## config.mk

```make
export PLATFORM = sky130hd
export DESIGN_NAME = qr_mask_encode
export DESIGN_NICKNAME = d
export VERILOG_FILES = /design/src/rtl/qr_mask_encode.sv
export SDC_FILE = /design/constraint.sdc
export NUM_CORES = 2
export LEC_CHECK = 0
export ABC_AREA = 1
export BUFFER_PORTS_ARGS = -buffer_cell sky130_fd_sc_hd__buf_4
export CAP_MARGIN = 20
export CORE_AREA = 2 2 351 353
export DETAILED_ROUTE_END_ITERATION = 12
export DIE_AREA = 0 0 353 355
export GPL_TIMING_DRIVEN = 1
export PLACE_DENSITY = 0.5
export SETUP_SLACK_MARGIN = 0.15
export SYNTH_ARGS = -nofsm -noshare
export SYNTH_HDL_FRONTEND = slang
export SYNTH_SLANG_ARGS = --single-unit
```

## constraint.sdc

```tcl
create_clock -name clk_in -period 17.2 [get_ports clk_in]
set_input_delay 4.3 -clock clk_in [delete_from_list [all_inputs] [get_ports clk_in]]
set_output_delay 4.3 -clock clk_in [all_outputs]
set_load 0.01 [all_outputs]
```

## src/rtl/qr_mask_encode.sv

```systemverilog
// qr_mask_encode: applies one of the eight ISO data-mask patterns to a
// version-1 (21x21) QR matrix and writes both copies of the format word.
// Optional macro QR_FMT_MASK_XOR_EN: XOR the BCH format word with 0x5412
// (ISO-compliant); when undefined the raw BCH word is written.
module qr_mask_encode #(
    parameter int unsigned MOD_SIZE = 21
) (
    input  logic                         clk_in,
    input  logic                         rst_in,
    input  logic                         start_mask,
    input  logic [2:0]                   mask_id,
    input  logic [1:0]                   ec_level,
    input  logic [MOD_SIZE*MOD_SIZE-1:0] qr_plain,
    output logic [MOD_SIZE*MOD_SIZE-1:0] qr_masked,
    output logic                         mask_busy,
    output logic                         mask_done
);
    localparam int unsigned NBITS       = MOD_SIZE * MOD_SIZE;
    localparam logic [4:0]  LAST        = 5'(MOD_SIZE - 1);
    localparam logic [14:0] GEN_ALIGNED = 15'h537 << 4;

    typedef enum logic [1:0] {IDLE, BCH, SCAN, FMT_WRITE} state_t;
    state_t state, state_nxt;

    logic [NBITS-1:0] plain_q;
    logic [2:0]       mask_q;
    logic [1:0]       ec_q;
    logic [14:0]      bch_q;
    logic [2:0]       bch_cnt;
    logic [4:0]       x_cnt, y_cnt;

    logic [4:0]  row, col;
    logic [5:0]  sum_rc;
    logic [9:0]  prod;
    logic [1:0]  prod_m3, sum_m3, col_m3;
    logic        col_d3_odd;
    logic        is_func, cond, scan_bit;
    logic [14:0] fmt_word;

    // matrix address of (row, col): row = MOD_SIZE-1-x, col = y
    function automatic logic [8:0] addr_of(input int unsigned r, input int unsigned c);
        return 9'((MOD_SIZE - 1 - r) + c * MOD_SIZE);
    endfunction

    // state register
    always_ff @(posedge clk_in) begin
        if (rst_in) state <= IDLE;
        else        state <= state_nxt;
    end

    // next-state logic
    always_comb begin
        state_nxt = IDLE;
        case (state)
            IDLE:      state_nxt = start_mask ? BCH : IDLE;
            BCH:       state_nxt = (bch_cnt == 3'd4) ? SCAN : BCH;
            SCAN:      state_nxt = (x_cnt == LAST && y_cnt == LAST) ? FMT_WRITE : SCAN;
            FMT_WRITE: state_nxt = IDLE;
            default:   state_nxt = IDLE;
        endcase
    end

    // outputs decoded from state
    always_comb begin
        mask_busy = (state != IDLE);
    end

    // mask condition and module classification for the module under the scan counters
    always_comb begin
        row        = LAST - x_cnt;
        col        = y_cnt;
        sum_rc     = {1'b0, row} + {1'b0, col};
        prod       = {5'b0, row} * {5'b0, col};
        prod_m3    = 2'(prod % 10'd3);
        sum_m3     = 2'(sum_rc % 6'd3);
        col_m3     = 2'(col % 5'd3);
        col_d3_odd = ((col / 5'd3) & 5'd1) != 5'd0;
        is_func    = (row <= 5'd8 && col <= 5'd8) || (row <= 5'd8 && col >= 5'd13) ||
                     (row >= 5'd13 && col <= 5'd8) || row == 5'd6 || col == 5'd6;
        case (mask_q)
            3'd0:    cond = ~sum_rc[0];
            3'd1:    cond = ~row[0];
            3'd2:    cond = (col_m3 == 2'd0);
            3'd3:    cond = (sum_m3 == 2'd0);
            3'd4:    cond = ~(row[1] ^ col_d3_odd);
            3'd5:    cond = ~prod[0] & (prod_m3 == 2'd0);
            3'd6:    cond = ~(prod[0] ^ prod_m3[0]);
            default: cond = ~(sum_rc[0] ^ prod_m3[0]);
        endcase
        scan_bit = is_func ? plain_q[0] : (plain_q[0] ^ cond);
`ifdef QR_FMT_MASK_XOR_EN
        fmt_word = {ec_q, mask_q, bch_q[14:5]} ^ 15'h5412;
`else
        fmt_word = {ec_q, mask_q, bch_q[14:5]};
`endif
    end

    // datapath: capture, BCH division, masked scan and format overlay
    always_ff @(posedge clk_in) begin
        if (rst_in) begin
            qr_masked <= '0;
            plain_q   <= '0;
            mask_q    <= '0;
            ec_q      <= '0;
            bch_q     <= '0;
            bch_cnt   <= '0;
            x_cnt     <= '0;
            y_cnt     <= '0;
        end else begin
            case (state)
                IDLE: begin
                    if (start_mask) begin
                        plain_q <= qr_plain;
                        mask_q  <= mask_id;
                        ec_q    <= ec_level;
                        bch_q   <= {ec_level, mask_id, 10'b0};
                        bch_cnt <= '0;
                        x_cnt   <= '0;
                        y_cnt   <= '0;
                    end
                end
                BCH: begin
                    // one long-division step; remainder ends up in bch_q[14:5]
                    bch_q   <= (bch_q[14] ? (bch_q ^ GEN_ALIGNED) : bch_q) << 1;
                    bch_cnt <= bch_cnt + 3'd1;
                end
                SCAN: begin
                    // address 0 enters first and has shifted down to bit 0 after NBITS steps
                    qr_masked <= {scan_bit, qr_masked[NBITS-1:1]};
                    plain_q   <= plain_q >> 1;
                    if (x_cnt == LAST) begin
                        x_cnt <= '0;
                        y_cnt <= y_cnt + 5'd1;
                    end else begin
                        x_cnt <= x_cnt + 5'd1;
                    end
                end
                FMT_WRITE: begin
                    for (int unsigned i = 0; i < 6; i++) begin
                        qr_masked[addr_of(8, i)] <= ~fmt_word[4'(14 - i)];
                        qr_masked[addr_of(i, 8)] <= ~fmt_word[4'(i)];
                    end
                    qr_masked[addr_of(8, 7)] <= ~fmt_word[8];
                    qr_masked[addr_of(8, 8)] <= ~fmt_word[7];
                    qr_masked[addr_of(7, 8)] <= ~fmt_word[6];
                    for (int unsigned i = 0; i < 7; i++)
                        qr_masked[addr_of(14 + i, 8)] <= ~fmt_word[4'(8 + i)];
                    for (int unsigned i = 0; i < 8; i++)
                        qr_masked[addr_of(8, 13 + i)] <= ~fmt_word[4'(7 - i)];
                    qr_masked[addr_of(13, 8)] <= 1'b0;
                    x_cnt <= '0;
                    y_cnt <= '0;
                end
                default: ;
            endcase
        end
    end

    // completion pulse in the cycle after the format write
    always_ff @(posedge clk_in) begin
        if (rst_in) mask_done <= 1'b0;
        else        mask_done <= (state == FMT_WRITE);
    end

endmodule

```

### After elaboration in Yosys (flattened, before gate mapping)

Index checks and enable logic that the tools add are counted.

| word-level totals | value |
|---|---|
| register bits | 918 |
| latch bits | 0 |
| RAM bits | 0 |
| bits in read-only memories | 0 |
| input port bits | 449 |
| output and inout port bits | 443 |
| memories | 0 |

| cells by class | value |
|---|---|
| add/subtract/negate cells | 5 |
| $mul | 1 |
| divide/modulo/power cells | 4 |
| magnitude comparators | 4 |
| equality and inequality tests | 16 |
| shifts and indexed selects | 0 |
| muxes and demuxes | 36 |
| bitwise gates (word level) | 27 |
| reductions and logical operators | 23 |

Operators by type and width:

| operator | number |
|---|---|
| $pmux W441 S2 | 1 |
| $mux W441 | 1 |
| $pmux W1 S2 | 15 |
| $pmux W15 S2 | 1 |
| $pmux W5 S3 | 2 |
| $not A1 Y1 | 21 |
| $pmux W8 S2 | 1 |
| $mux W15 | 1 |
| $mux W5 | 3 |
| $mux W13 | 1 |
| $eq A3 B3 Y1 const B | 4 |
| $pmux W6 S2 | 1 |
| $add A5 B1 Y5 const B | 2 |
| $eq A5 B3 Y1 const B | 2 |
| $eq A5 B5 Y1 const B | 2 |
| $ge A5 B4 Y1 const B | 2 |
| $le A5 B4 Y1 const B | 2 |
| $mod A10 B2 Y10 const B | 1 |
| $mul A5 B5 Y10 | 1 |
| $logic_not A2 Y1 | 4 |
| $pmux W2 S4 | 1 |
| $reduce_and A2 Y1 | 4 |
| $reduce_bool A2 Y1 | 4 |
| $pmux W1 S7 | 1 |
| other kinds (24) | 38 |

### Logic depth before layout (Yosys ltp)

| logic depth | value |
|---|---|
| depth in word-level cells | 8 |
| depth in mapped cells | 60 |
| depth with buffers taken out | 59 |

### Least setup slack after synthesis

No wires, ideal clock.

| path | value |
|---|---|
| kind | register to register |
| start point | register x_cnt[0] |
| end point | register qr_masked[440] |
| library setup time | 0.131 ns |
| arrival time | 6.594 ns |
| slack | 10.475 ns |
| stages on the path, launching flop included | 56 |
| cells stage by stage | dfxtp_1 clkbuf_1 inv_1 ha_1 nand2_1 inv_1 nor2_1 ha_1 inv_1 fa_1 fa_1 fa_1 inv_1 ha_1 nand2_1 nand3_2 nand2_2 nand2_1 [20 not listed] ha_1 a21oi_1 nand2_1 nand2_1 nand2_1 ha_1 inv_1 nand2_1 inv_1 nand2_1 inv_2 nand3_1 nor2_1 nor2_1 nor2_1 nand3_1 nand3_1 a21oi_2 |

| on the way | value |
|---|---|
| word-level cells in the longest chain between the ends | 8 |

RTL lines:

| element | RTL line | text |
|---|---|---|
| from (decl) | 30 | `logic [4:0] x_cnt, y_cnt;` |
| from (signal assigned) | 135 | `x_cnt <= x_cnt + 5'd1;` |
| $sub A5 B5 Y5 * | 70 | `row = LAST - x_cnt;` |
| $mul A5 B5 Y10 / $le A5 B4 Y1 (equally long branches) | 73, 78 |  |
| $mod A10 B2 Y10 / $logic_and A1 B1 Y1 (equally long branches) | 74, 78 |  |
| $logic_not A2 Y1 (tied with other cells) | 86 | `3'd5: cond = ~prod[0] & (prod_m3 == 2'd0);` |
| $and A1 B1 Y1 (tied with other cells) | 86 |  |
| $pmux W1 S7 / $logic_or A1 B1 Y1 (equally long branches) | 80, 79 |  |
| $xor A1 B1 Y1 / $logic_or A1 B1 Y1 (equally long branches) | 90, 79 |  |
| $mux W1 * | 90 | `scan_bit = is_func ? plain_q[0] : (plain_q[0] ^ cond);` |
| to (signal assigned) | 129 | `qr_masked <= {scan_bit, qr_masked[NBITS-1:1]};` |
| to (signal, indexed assignment) | 140 | `qr_masked[addr_of(8, i)] <= ~fmt_word[4'(14 - i)];` |
| to (signal, indexed assignment) | 141 | `qr_masked[addr_of(i, 8)] <= ~fmt_word[4'(i)];` |
| to (decl) | 14 | `output logic [MOD_SIZE*MOD_SIZE-1:0] qr_masked,` |

Mark *: on every way between the ends. The rest lies on a longest branch, timed or not.
A chain may end at the register's enable or synchronous reset.

### Final worst setup path

Same ends and word-level chain as after synthesis.

==> run summary <==
Avg Inst Size Synth: 7.39 um2
CTS Hold Bufs: 0
top cells by area, synth: dfxtp_1, o21ai_0, nand2_1
Crit Path Max Fanout: 13
Cells after Synth: 4976
Gate power share: 6.4%
first-pass GRT wire length: 207000 um
Final Hold Fails: 0
clk_lat worst skew: 0.70 ns
status: finished clean
Worst path slowest cell: dfxtp_1
syn nets: 5478
count of unique library cells instantiated by Yosys: 44
GRT Overall Usage: 20.9%
Largest stage delay, worst path: 0.64 ns
via count: 36200
H-Tree Depth: 3
vias in the first global route: 33500
Pwr Density: 100 mW/mm2
CP Capture Type: register
wirelength, routed: 138000 um
Root Driver: clkbuf_16
P&R area growth vs syn: 30.0%
Worst slew margin: 16.7%
most frequent cells in the layout: nand2_1, buf_4, dfxtp_1, o21ai_0, nor2_1
post-synthesis async set-or-reset flop share: 0%
Leak: 22.5 nW
pin count of the biggest net entering global routing: 263
number of flops mapped to enable cells by yosys: 0
Reg clk slew, reported paths: 0.06 ns
main flop type after synthesis: dfxtp_1
Setup CP Type: reg2reg
Syn. warnings: 0
CP Buf/Inv Count: 8
Max Root-Sink Buffers: 3
Initial Utilization: 30.3%
DPL Wire Length: 93900 um
delay-heaviest family, CP: simple AND/OR/NAND/NOR gates
DIE HEIGHT: 355 um
Max IR drop VDD: 81.6 uV
Resized Gates After CTS: 0
placer congestion estimate: 0.864
fin cells: 7322
min-delay worst type: reg2reg
pre-CTS setup slack: 9.60 ns
grt ovf: 0
Setup Viol. Count Final: 0
WL/cell: 18.9 um
I/O Buffers: 891
fin crit share: 43.8%
setup ws final: 9.66 ns
Boundary Pins: 892
sw frac: 23.7%
Die W: 353 um
mapped cell area: 0.0368 mm2
die area: 0.125 mm2
Layout Nets: 6104
first drt pass iteration count: 5
Yosys top cell area share: 49.7%
cell taking the most area after synthesis: dfxtp_1
DR DRC count: 0
sequential power share: 47.0%
Most common cell on crit path: nand2_1
RSZ-0062 raised after global routing: false
setup total negative slack: 0 ns
share of layout cells above drive strength 1: 19.7%
initial antenna violation count: 31
Max Clock Skew: 0.0520 ns
MaxCap Viol Count: 0
Req. time, crit path: 17.82 ns
Final Max Tran Viols: 0
# placed instances: 7117
Num CTS Buffers: 105
Seq/Total Area, Yosys: 49.7%
Psw: 0.00114 W
Clock power frac: 46.6%
Post-CTS Repair Setup Buffers: 0
final instance area: 0.0478 mm2
commonest non-fill, non-tap cell in the layout: nand2_1
Iteration-0 DRC Markers: 3120
# clock sinks: 913
critical path arrival: 8.16 ns
Worst setup SP type: register
FP Rows: 128
Cell Int Power: 0.00366 W
drt via density: 4.94
post-route minimum period: 7.54 ns
TritonCTS clock tree: done
placed cell areas: 0.0443 mm2
Yosys reg bits: 913
worst-margin pin slew: 1.25 ns
Antenna Violating Nets Remaining: 0
Fmax achieved: 133 MHz
core area: 0.121 mm2
## worst paths after layout
check                                              endpoint                     start  depth (start not counted)  slack, ns
worst max-delay path            qr_masked[440]$_SDFFE_PP0P_     x_cnt[0]$_SDFFE_PP0P_                         55       9.66
worst min-delay path               plain_q[45]$_SDFFE_PP0P_  plain_q[46]$_SDFFE_PP0P_                          2       0.46
worst max register to register  qr_masked[440]$_SDFFE_PP0P_     x_cnt[0]$_SDFFE_PP0P_                         55       9.66
worst min register to register     plain_q[45]$_SDFFE_PP0P_  plain_q[46]$_SDFFE_PP0P_                          2       0.46
## synth_stat cells (7+ instances only)
master / instances
ha_1: 43
clkbuf_1: 395
a21oi_1: 56
inv_1: 162
nor2_1: 828
fa_1: 10
nand4_1: 8
nand3_1: 43
inv_2: 7
nand2_2: 7
o221ai_1: 18
nand2_1: 1085
dfxtp_1: 913
o21ai_0: 870
nor3_1: 17
a31oi_1: 443
or2_2: 7
xor2_1: 10
## area by class of cell
class / instances / area [um2]
antenna: 19 / 47.5
clock buffer: 160 / 3150
clock inverter: 23 / 275
fill: 12900 / 73600
inverter: 173 / 666
multi-input combinational: 3488 / 16400
sequential: 913 / 18300
tap: 1625 / 2030
timing repair buffer: 921 / 7010
## per-layer routing
layer	vias to the layer above	global-route usage [%]	share of wire [%]	routed length [um]
met3	217	6.91	7.9	10900
met5	-	0	0.11	152
li1	17800	-	-	-
met4	24	7.78	3.3	4550
met2	1029	33.9	47	64800
met1	17100	25.9	42	58000
## worst reg2reg max path, delay by kind of cell, from the launching register on
| family | cells | cell delay, ns |
|---|---|---|
| AO/OA/AOI/OAI | 2 | 0.39 |
| adder cells (fa/ha/maj) | 8 | 2.73 |
| flip-flops | 1 | 0.64 |
| buffers and inverters | 8 | 0.53 |
| AND/OR/NAND/NOR | 37 | 3.19 |
## power groups by stage
stage / Clock, W / Combinational, W / Sequential, W
after floorplan: 0 / 0.000186 / 0.00229
after global placement: 0 / 0.000303 / 0.00230
after detailed placement: 0 / 0.000308 / 0.00230
after CTS: 0.00229 / 0.000310 / 0.00226
after global routing: 0.00238 / 0.000351 / 0.00227
final: 0.00224 / 0.000310 / 0.00226
## through the flow
stage	total power, W	hold WS [ns]	utilization [%]
2_1_floorplan	0.00247	0.444	-
4_1_cts	0.00486	0.462	39.3
3_3_place_gp	0.00260	0.457	36.5
6_report	0.00480	0.459	39.4
5_1_grt	0.00500	0.487	39.4
3_5_place_dp	0.00261	0.465	36.5
## sequential cells by signal, indices dropped and copies added (netlist names), 2 cells and up, named ones only
register   count
x_cnt          5
ec_q           2
bch_cnt        3
col            5
qr_masked    441
plain_q      441
mask_q         3
bch_q         10
## logic make-up (layout without fill, tap and decap cells)
kind of cell,after synthesis,after routing,synth area share [%]
other,0,19,0
xor gates and xnor gates,17,17,0.445
AOI/OAI and AO/OA,1410,1410,21.0
DFF,913,913,49.7
adders and majority gates,53,53,2.01
buffers and inverters,575,1277,5.88
and+or+nand+nor,2008,2008,21.0
(Power assumes the default switching activity.)
